File: src/rtl/spi_byte_master.sv
// SPI mode-0 master: shifts one DATA_W-bit word out MSB first, framed by cs_n.
// Optional receive path (miso, rx_data) is enabled by defining SPI_RX_CAPTURE_EN.
module spi_byte_master #(
  parameter int DATA_W  = 8,
  parameter int CLK_DIV = 4
) (
  input  logic              clk,
  input  logic              rst,
  input  logic              start,
  input  logic [DATA_W-1:0] data_in,
`ifdef SPI_RX_CAPTURE_EN
  input  logic              miso,
  output logic [DATA_W-1:0] rx_data,
`endif
  output logic              busy,
  output logic              done,
  output logic              sclk,
  output logic              mosi,
  output logic              cs_n,
  output logic [1:0]        dbg_state
);

  // Handshake: start is a request sampled only while busy=0; the edge that
  // samples it captures data_in, and busy stays high until the done cycle.
  typedef enum logic [1:0] {IDLE, SETUP, SHIFT, HOLD} state_t;

  localparam int DIV_W = $clog2(CLK_DIV) + 1;
  localparam int BIT_W = $clog2(DATA_W) + 1;
  localparam logic [DIV_W-1:0] DIV_LAST = DIV_W'(CLK_DIV - 1);
  localparam logic [DIV_W-1:0] DIV_ONE  = DIV_W'(1);
  localparam logic [BIT_W-1:0] BIT_LAST = BIT_W'(DATA_W - 1);
  localparam logic [BIT_W-1:0] BIT_ONE  = BIT_W'(1);

  state_t            state_q, state_d;
  logic [DATA_W-1:0] tx_q, tx_d;
  logic [DIV_W-1:0]  div_q, div_d;
  logic [BIT_W-1:0]  bit_q, bit_d;
  logic              sclk_q, sclk_d;
  logic              done_q, done_d;
`ifdef SPI_RX_CAPTURE_EN
  logic [DATA_W-1:0] rx_q, rx_d;
  logic [DATA_W-1:0] rx_data_q, rx_data_d;
`endif

  always_comb begin
    state_d = state_q;
    tx_d    = tx_q;
    div_d   = div_q;
    bit_d   = bit_q;
    sclk_d  = sclk_q;
    done_d  = 1'b0;
`ifdef SPI_RX_CAPTURE_EN
    rx_d      = rx_q;
    rx_data_d = rx_data_q;
`endif
    case (state_q)
      IDLE: begin
        if (start) begin
          state_d = SETUP;
          tx_d    = data_in;
          div_d   = '0;
          bit_d   = '0;
        end
      end
      SETUP: begin
        if (div_q == DIV_LAST) begin
          state_d = SHIFT;
          div_d   = '0;
        end else begin
          div_d = div_q + DIV_ONE;
        end
      end
      SHIFT: begin
        if (div_q == DIV_LAST) begin
          div_d  = '0;
          sclk_d = ~sclk_q;
          if (sclk_q) begin
            // Falling edge: present the next bit; zero fill leaves mosi low after the last bit.
            tx_d  = {tx_q[DATA_W-2:0], 1'b0};
            bit_d = bit_q + BIT_ONE;
            if (bit_q == BIT_LAST) state_d = HOLD;
          end
`ifdef SPI_RX_CAPTURE_EN
          else begin
            rx_d = {rx_q[DATA_W-2:0], miso};
          end
`endif
        end else begin
          div_d = div_q + DIV_ONE;
        end
      end
      HOLD: begin
        if (div_q == DIV_LAST) begin
          state_d = IDLE;
          div_d   = '0;
          done_d  = 1'b1;
`ifdef SPI_RX_CAPTURE_EN
          rx_data_d = rx_q;
`endif
        end else begin
          div_d = div_q + DIV_ONE;
        end
      end
      default: state_d = IDLE;
    endcase
  end

  always_ff @(posedge clk or posedge rst) begin
    if (rst) begin
      state_q <= IDLE;
      tx_q    <= '0;
      div_q   <= '0;
      bit_q   <= '0;
      sclk_q  <= 1'b0;
      done_q  <= 1'b0;
`ifdef SPI_RX_CAPTURE_EN
      rx_q      <= '0;
      rx_data_q <= '0;
`endif
    end else begin
      state_q <= state_d;
      tx_q    <= tx_d;
      div_q   <= div_d;
      bit_q   <= bit_d;
      sclk_q  <= sclk_d;
      done_q  <= done_d;
`ifdef SPI_RX_CAPTURE_EN
      rx_q      <= rx_d;
      rx_data_q <= rx_data_d;
`endif
    end
  end

  assign busy      = (state_q != IDLE);
  assign cs_n      = (state_q == IDLE);
  assign done      = done_q;
  assign sclk      = sclk_q;
  assign mosi      = tx_q[DATA_W-1];
  assign dbg_state = state_q;
`ifdef SPI_RX_CAPTURE_EN
  assign rx_data = rx_data_q;
`endif

endmodule

File: config.mk
export PLATFORM = sky130hd
export DESIGN_NAME = spi_byte_master
export DESIGN_NICKNAME = d
export VERILOG_FILES = /design/src/rtl/spi_byte_master.sv
export SDC_FILE = /design/constraint.sdc
export NUM_CORES = 1
export LEC_CHECK = 0
export ABC_AREA = 1
export BUFFER_PORTS_ARGS = -buffer_cell sky130_fd_sc_hd__buf_2
export CORE_ASPECT_RATIO = 0.5
export CORE_MARGIN = 8
export CORE_UTILIZATION = 35
export DETAILED_ROUTE_END_ITERATION = 10
export HOLD_SLACK_MARGIN = 0.02
export PLACE_DENSITY_LB_ADDON = 0.25
export SETUP_SLACK_MARGIN = 0.02
export SKIP_CTS_REPAIR_TIMING = 1
export SYNTH_ARGS = -nofsm -noshare
export SYNTH_HDL_FRONTEND = slang
export SYNTH_SLANG_ARGS = --single-unit
File: constraint.sdc
create_clock -name clk -period 1.49 [get_ports clk]
set_clock_uncertainty 0.05 [all_clocks]
set_input_delay 0.0745 -clock clk [delete_from_list [all_inputs] [get_ports clk]]
set_output_delay 0.0745 -clock clk [all_outputs]
set_load 0.01 [all_outputs]
==> summary.md, run 1 <==
| Metric | Value |
|---|---|
| Seq/Total Area, Yosys | `42.3%` |
| Root buf cell | `clkbuf_8` |
| Area leader, netlist | `dfrtp_1` |
| Sw frac | `47.1%` |
| Placement Cell Area | `1300 um^2` |
| Setup violators final | `0` |
| #FFs+latches synth | `19` |
| Mapped Cells | `139` |
| Longest Clk Path Bufs | `2` |
| Critical Path AT | `1.49 ns` |
| Layout cells sized above 1 | `36.1%` |
| Clock Sinks | `19` |
| Clk_lat worst skew | `0.25 ns` |
| Routed via count | `937` |
| Crit start category | `register` |
| R2R setup slack | `0.10 ns` |
| Hold Crit Class | `primary input to register` |
| Fin Setup TNS | `0 ns` |
| Vias in the first global route | `901` |
| Minimum clock period | `1.39 ns` |
| Reg2Reg Depth | `8` |
| CTS tree | `built` |
| Register share of total power | `27.9%` |
| Largest net degree at the start of global routing | `14` |
| Hold_ws | `0.0567 ns` |
| Antenna violations before repair | `0` |
| Final period util | `93.1%` |
| Worst slew margin | `82.8%` |
| Critical Path Sink Type | `register` |
| Netlist cell types | `20` |
| Ys async rst share | `100%` |
| # rows | `14` |
| Synth area leaders | `dfrtp_1 (42%), nand2_1 (20%), ha_1 (8.9%)` |
| Vias per inst | `4.48` |
| P_leak | `0.769 nW` |
| Mapped Area | `1120 um^2` |
| Int Pwr | `1.63 mW` |
| Setup CP Type | `register to register` |
| Post-synth EDFFs | `0` |
| Total congestion overflow | `0` |
| Peak fanout along the critical path | `7` |
| Max_cap viols | `0` |
| Core Area | `3030 um^2` |
| Die footprint | `5390 um^2` |
| Clock slew at reported path FFs | `0.07 ns` |
| Cell Count, Final, Fillers Out | `209` |
| P_sw | `1.45 mW` |
| Highest clock rate | `721 MHz` |
| Clk network pwr share | `11.6%` |
| H-Tree Depth | `1` |
| Cell with the most instances after synthesis | `nand2_1` |
| Power, Total | `3.07 mW` |
| Post-synth top flop | `dfrtp_1` |
| Placed insts | `201` |
| Drt pass-1 iters | `4` |
| RD Place Congestion | `0.729` |
| DRT Wirelength | `2490 um` |
| Max Slew Vio Count | `0` |
| Inserted Diodes | `0` |
| Setup crit start | `dbg_state[1]$_DFFE_PP0P_` |
| Dpl hpwl | `1750 um` |
| Pwr dens | `2130 nW/um^2` |
| Final Hold Vio Count | `0` |
| GR Util All Layers | `9.31%` |
| RSZ-0062 raised after global routing | `no` |
| Worst Tran Pin Value | `0.257 ns` |
| Synth Area per Inst | `8.08 um^2` |
| Yosys top cell area share | `42.3%` |
| Max VDD drop | `0.770 mV` |
| Worst R2R Start | `dbg_state[1]$_DFFE_PP0P_` |
| WP data required | `1.59 ns` |
| CTS buffer count | `3` |
| Ys Warns | `0` |
| Die X-Extent | `96.1 um` |
| Syn-to-layout area delta | `28.2%` |
| DR DRC count | `0` |
| WL/cell | `11.9 um` |
| Final nets | `189` |
| First-pass GRT wire length | `3970 um` |
| Post-synth top cells | `nand2_1 (59), dfrtp_1 (19), nand2_2 (12)` |
| Comb pwr share | `60.5%` |
| PortBufs | `17` |
| HP Start | `start` |
| Non-Filler Cell Area, Final | `1440 um^2` |
| Post-route antenna net violation count | `0` |
| I/O pin count | `18` |
| Worst hold path depth | `4` |
| Status | `completed` |
| Die extent in y | `56.1 um` |
| Initial DRC Count | `22` |
| Net Count, Synth | `158` |
| Initial Util | `37.1%` |
[stage by stage]
| step | worst slack, ns | util (%) |
|---|---|---|
| 2_1_floorplan | 0.0532 | - |
| 3_3_place_gp | 0.0371 | 43.0 |
| 3_5_place_dp | 0.0217 | 43.0 |
| 4_1_cts | 0.0115 | 44.5 |
| 5_1_grt | 0.00776 | 47.5 |
| 6_report | 0.103 | 47.5 |
[path summary, 6_finish.rpt]
path                                   endpoint
setup / recovery            tx_q[4]$_DFFE_PP0P_
hold / removal             div_q[1]$_DFFE_PP0P_
setup reg to reg            tx_q[4]$_DFFE_PP0P_
hold reg to reg             tx_q[7]$_DFFE_PP0P_
max in group asynchronous  div_q[2]$_DFFE_PP0P_
min in group asynchronous        done$_DFF_PP0_
[power by group through the flow]
stage          clock network, mW  logic (mW)  registers [mW]
2_1_floorplan                  0        1.22           0.869
3_3_place_gp                   0        1.60           0.842
3_5_place_dp                   0        1.62           0.847
4_1_cts                    0.375        1.63           0.839
5_1_grt                    0.394        2.11           0.881
6_report                   0.358        1.86           0.857
[metal layers]
metal	up-vias	global-route usage (%)	wire, um
met5	-	0	0
met4	0	3.25	19
met3	2	3.77	118
met2	16	14.9	1160
met1	427	10.9	1190
li1	492	-	-
[worst max-delay path: stages, from the launching register on]
cell	delay (ns)
dfrtp_2	0.43
inv_4	0.06
ha_4	0.18
nand2_2	0.10
nand2_4	0.10
inv_8	0.10
nand3_4	0.13
nand2_2	0.08
nand2_1	0.05
[cell usage in the layout (no fill, tap or decap)]
master	count
nand3_2	1
nand4_1	5
nand2_4	3
o31ai_1	1
nand2_2	13
inv_8	1
nor2_1	4
inv_4	2
dfrtp_2	2
ha_4	2
dfrtp_1	17
dlygate4sd3_1	2
a21oi_1	1
nor2_4	2
nand3_1	5
buf_2	17
nand2_1	57
or2_2	2
clkbuf_1	1
buf_4	8
ha_1	5
xnor2_1	1
xor2_1	1
nand3_4	2
inv_1	8
nor2_2	1
clkbuf_8	3
ha_2	1
inv_2	1
[cell type report]
cell class | instances | area (um^2)
sequential | 19 | 478
fill | 292 | 1590
inverter | 12 | 57.6
timing repair buffer | 27 | 165
clock buffer | 4 | 45.0
multi-input combinational | 107 | 644
tap | 40 | 50.0
[registers in the layout (all words and copies together) (netlist names)]
| signal | count |
|---|---|
| div_q | 3 |
| done | 1 |
| tx_q | 8 |
| sclk | 1 |
| dbg_state | 2 |
| bit_q | 4 |
[cells by family (layout without fill, tap and decap cells)]
group / after synthesis / count (layout) / share of synthesized area (%)
AOI/OAI and AO/OA: 2 / 2 / 1.11
xor gates and xnor gates: 2 / 2 / 1.56
adders and majority gates: 8 / 8 / 8.91
buffers and inverters: 15 / 43 / 6.90
DFF: 19 / 19 / 42.3
and+or+nand+nor: 93 / 95 / 39.2
(Power assumes the default switching activity.)
==> inputs of run 2 (changes only) <==
--- a/config.mk
+++ b/config.mk
@@ -13,6 +13,7 @@
 export DETAILED_ROUTE_END_ITERATION = 10
 export HOLD_SLACK_MARGIN = 0.02
 export PLACE_DENSITY_LB_ADDON = 0.25
+export RECOVER_POWER = 100
 export SETUP_SLACK_MARGIN = 0.02
 export SKIP_CTS_REPAIR_TIMING = 1
 export SYNTH_ARGS = -nofsm -noshare
==> run 2 against run 1 <==
Net effect:
- worst hold slack hardly changed
- wire length is 0.20% higher
- combinational power hardly changed
- critical path type unchanged
==> summary.md, run 2 (synthesis results as in run 1) <==
| Metric | Value |
|---|---|
| Crit start category | `register (unchanged)` |
| Hold Crit Class | `primary input to register (unchanged)` |
| Final period util | `92.8% (was 93.1%)` |
| RSZ-0062 raised after global routing | `no (unchanged)` |
| Die extent in y | `56.1 um (unchanged)` |
| Setup CP Type | `register to register (unchanged)` |
| Max reg flops | `8 (unchanged)` |
| Commonest non-fill, non-tap cell in the layout | `nand2_1 (unchanged)` |
| Slowest stage cell on the critical path | `dfrtp_2 (unchanged)` |
| Final Hold Vio Count | `0 (unchanged)` |
| PortBufs | `17 (unchanged)` |
| Clock slew at reported path FFs | `0.07 ns (about the same)` |
| Top reg by flops | `tx_q (unchanged)` |
| H-Tree Depth | `1 (unchanged)` |
| Die X-Extent | `96.1 um (unchanged)` |
| Clk_lat worst skew | `0.25 ns (about the same)` |
| Critical Path AT | `1.53 ns (was 1.49 ns)` |
| Longest Clk Path Bufs | `2 (unchanged)` |
| Crit-path cells | `inv_4 > ha_4 > inv_2 > nand2_4 > nand2_4 > nor2_4 > nand2_1 > nand2_1 (was inv_4 > ha_4 > nand2_2 > nand2_4 > inv_8 > nand3_4 > nand2_2 > nand2_1)` |
| Initial Util | `37.1% (unchanged)` |
| Minimum clock period | `1.38 ns (was 1.39 ns)` |
| Core Area | `3030 um^2 (unchanged)` |
| DR DRC count | `0 (unchanged)` |
| Vias in the first global route | `901 (unchanged)` |
| Crit path depth | `8 (unchanged)` |
| CTS tree | `built (unchanged)` |
| RD Place Congestion | `0.729 (unchanged)` |
| Reg2Reg Depth | `8 (unchanged)` |
| Power, Total | `3.04 mW (was 3.07 mW)` |
| Top flop regs | `tx_q x8, bit_q x4, div_q x3 (unchanged)` |
| Post-route antenna net violation count | `0 (unchanged)` |
| Largest net degree at the start of global routing | `14 (unchanged)` |
| Worst Tran Pin Value | `0.354 ns (was 0.257 ns)` |
| DRT Wirelength | `2490 um (about the same)` |
| Total congestion overflow | `0 (unchanged)` |
| Layout cells sized above 1 | `32.0% (was 36.1%)` |
| Final nets | `189 (unchanged)` |
| Root buf cell | `clkbuf_8 (unchanged)` |
| R2R setup slack | `0.11 ns (was 0.10 ns)` |
| Inserted Diodes | `0 (unchanged)` |
| Vias per inst | `4.47 (was 4.48)` |
| WL/cell | `11.9 um (about the same)` |
| R2r endpoint | `bit_q[0]$_DFFE_PP0P_ (was tx_q[4]$_DFFE_PP0P_)` |
| Critical Path Sink Type | `register (unchanged)` |
| Worst slew margin | `76.4% (was 82.8%)` |
| Setup violators final | `0 (unchanged)` |
| Max Slew Vio Count | `0 (unchanged)` |
| Antenna violations before repair | `0 (unchanged)` |
| CTS buffer count | `3 (unchanged)` |
| Status | `completed (unchanged)` |
| Max_cap viols | `0 (unchanged)` |
| Pwr dens | `2130 nW/um^2 (about the same)` |
| First-pass GRT wire length | `3970 um (unchanged)` |
| Die footprint | `5390 um^2 (unchanged)` |
| Dpl hpwl | `1750 um (unchanged)` |
| Worst R2R Start | `dbg_state[1]$_DFFE_PP0P_ (unchanged)` |
| Peak fanout along the critical path | `5 (was 7)` |
| Critical path's top delay family | `simple AND/OR/NAND/NOR gates (unchanged)` |
| Drt pass-1 iters | `4 (unchanged)` |
| Max stage delay on crit path | `0.46 ns (was 0.43 ns)` |
| Final Util | `47.0% (was 47.5%)` |
| Fin Setup TNS | `0 ns (unchanged)` |
| Commonest cells after routing, fill and taps aside | `nand2_1 (60), dfrtp_1 (17), buf_2 (13) (was nand2_1 (57), dfrtp_1 (17), buf_2 (17))` |
| Max VDD drop | `0.770 mV (about the same)` |
| P_leak | `0.753 nW (was 0.769 nW)` |
| Initial DRC Count | `26 (was 22)` |
| Syn-to-layout area delta | `26.8% (was 28.2%)` |
| # rows | `14 (unchanged)` |
| Highest clock rate | `723 MHz (was 721 MHz)` |
| GR Util All Layers | `9.31% (unchanged)` |
| Routed via count | `934 (was 937)` |
| WP data required | `1.64 ns (was 1.59 ns)` |
| Clock Sinks | `19 (unchanged)` |
| Crit path to | `bit_q[0]$_DFFE_PP0P_ (was tx_q[4]$_DFFE_PP0P_)` |
| Critical path buffers and inverters | `2 (unchanged)` |
| Setup crit start | `dbg_state[1]$_DFFE_PP0P_ (unchanged)` |
| I/O pin count | `18 (unchanged)` |
==> run 2: changes by cell type in the layout (fill, tap and decap cells not counted) <==
| cell | change |
|---|---|
| clkbuf_2 | +1 |
| nand2_2 | -3 |
| nand2_1 | +3 |
| buf_4 | -1 |
| buf_2 | -4 |
| clkbuf_1 | +4 |
==> run 2: area by class of cell <==
| type | count | area [um^2] |
|---|---|---|
| fill | 297 | 1610 |
| tap | 40 | 50.0 |
| inverter | 12 | 57.6 |
| multi-input combinational | 107 | 637 |
| clock buffer | 4 | 45.0 |
| sequential | 19 | 478 |
| timing repair buffer | 27 | 158 |
==> run 2: through the flow <==
step | worst slack (ns) | cells | hold slack [ns] | area (um^2)
6_report | 0.107 | 209 | 0.0565 | 1430
5_1_grt | 0.0112 | 209 | 0.0750 | 1430
4_1_cts | 0.0115 | 205 | -0.319 | 1350
3_5_place_dp | 0.0217 | 201 | -0.0356 | 1300
3_3_place_gp | 0.0371 | 201 | -0.0417 | 1300
2_1_floorplan | 0.0532 | 139 | -0.0245 | 1140
==> run 2: metal layers <==
| layer | GRT usage [%] | vias to the layer above | wire [um] |
|---|---|---|---|
| met2 | 14.9 | 13 | 1140 |
| met3 | 3.77 | 2 | 114 |
| met5 | 0 | - | 0 |
| li1 | - | 493 | - |
| met4 | 3.25 | 0 | 19 |
| met1 | 10.9 | 426 | 1220 |
==> run 2: power by group <==
group | total [mW] | switching (mW) | internal, mW
combinational | 1.83 | 1.13 | 0.702
clock | 0.358 | 0.168 | 0.190
sequential | 0.853 | 0.140 | 0.713
total | 3.04 | 1.44 | 1.61
==> run 2: worst min-delay path: cells and delay by family <==
family        cells  cell delay, ns
simple gates      4            0.18
buf+inv           1            0.07
==> run 2: worst min-delay path by stage <==
stage               cells past startpoint  slack (ns)                    to        from
floorplan                               1       -0.02  bit_q[0]$_DFFE_PP0P_         rst
global placement                        2       -0.04        done$_DFF_PP0_         rst
detailed placement                      2       -0.04        done$_DFF_PP0_         rst
CTS                                     2       -0.32        done$_DFF_PP0_         rst
global route                            5        0.07   tx_q[2]$_DFFE_PP0P_  data_in[2]
finish                                  5        0.06   tx_q[1]$_DFFE_PP0P_  data_in[1]
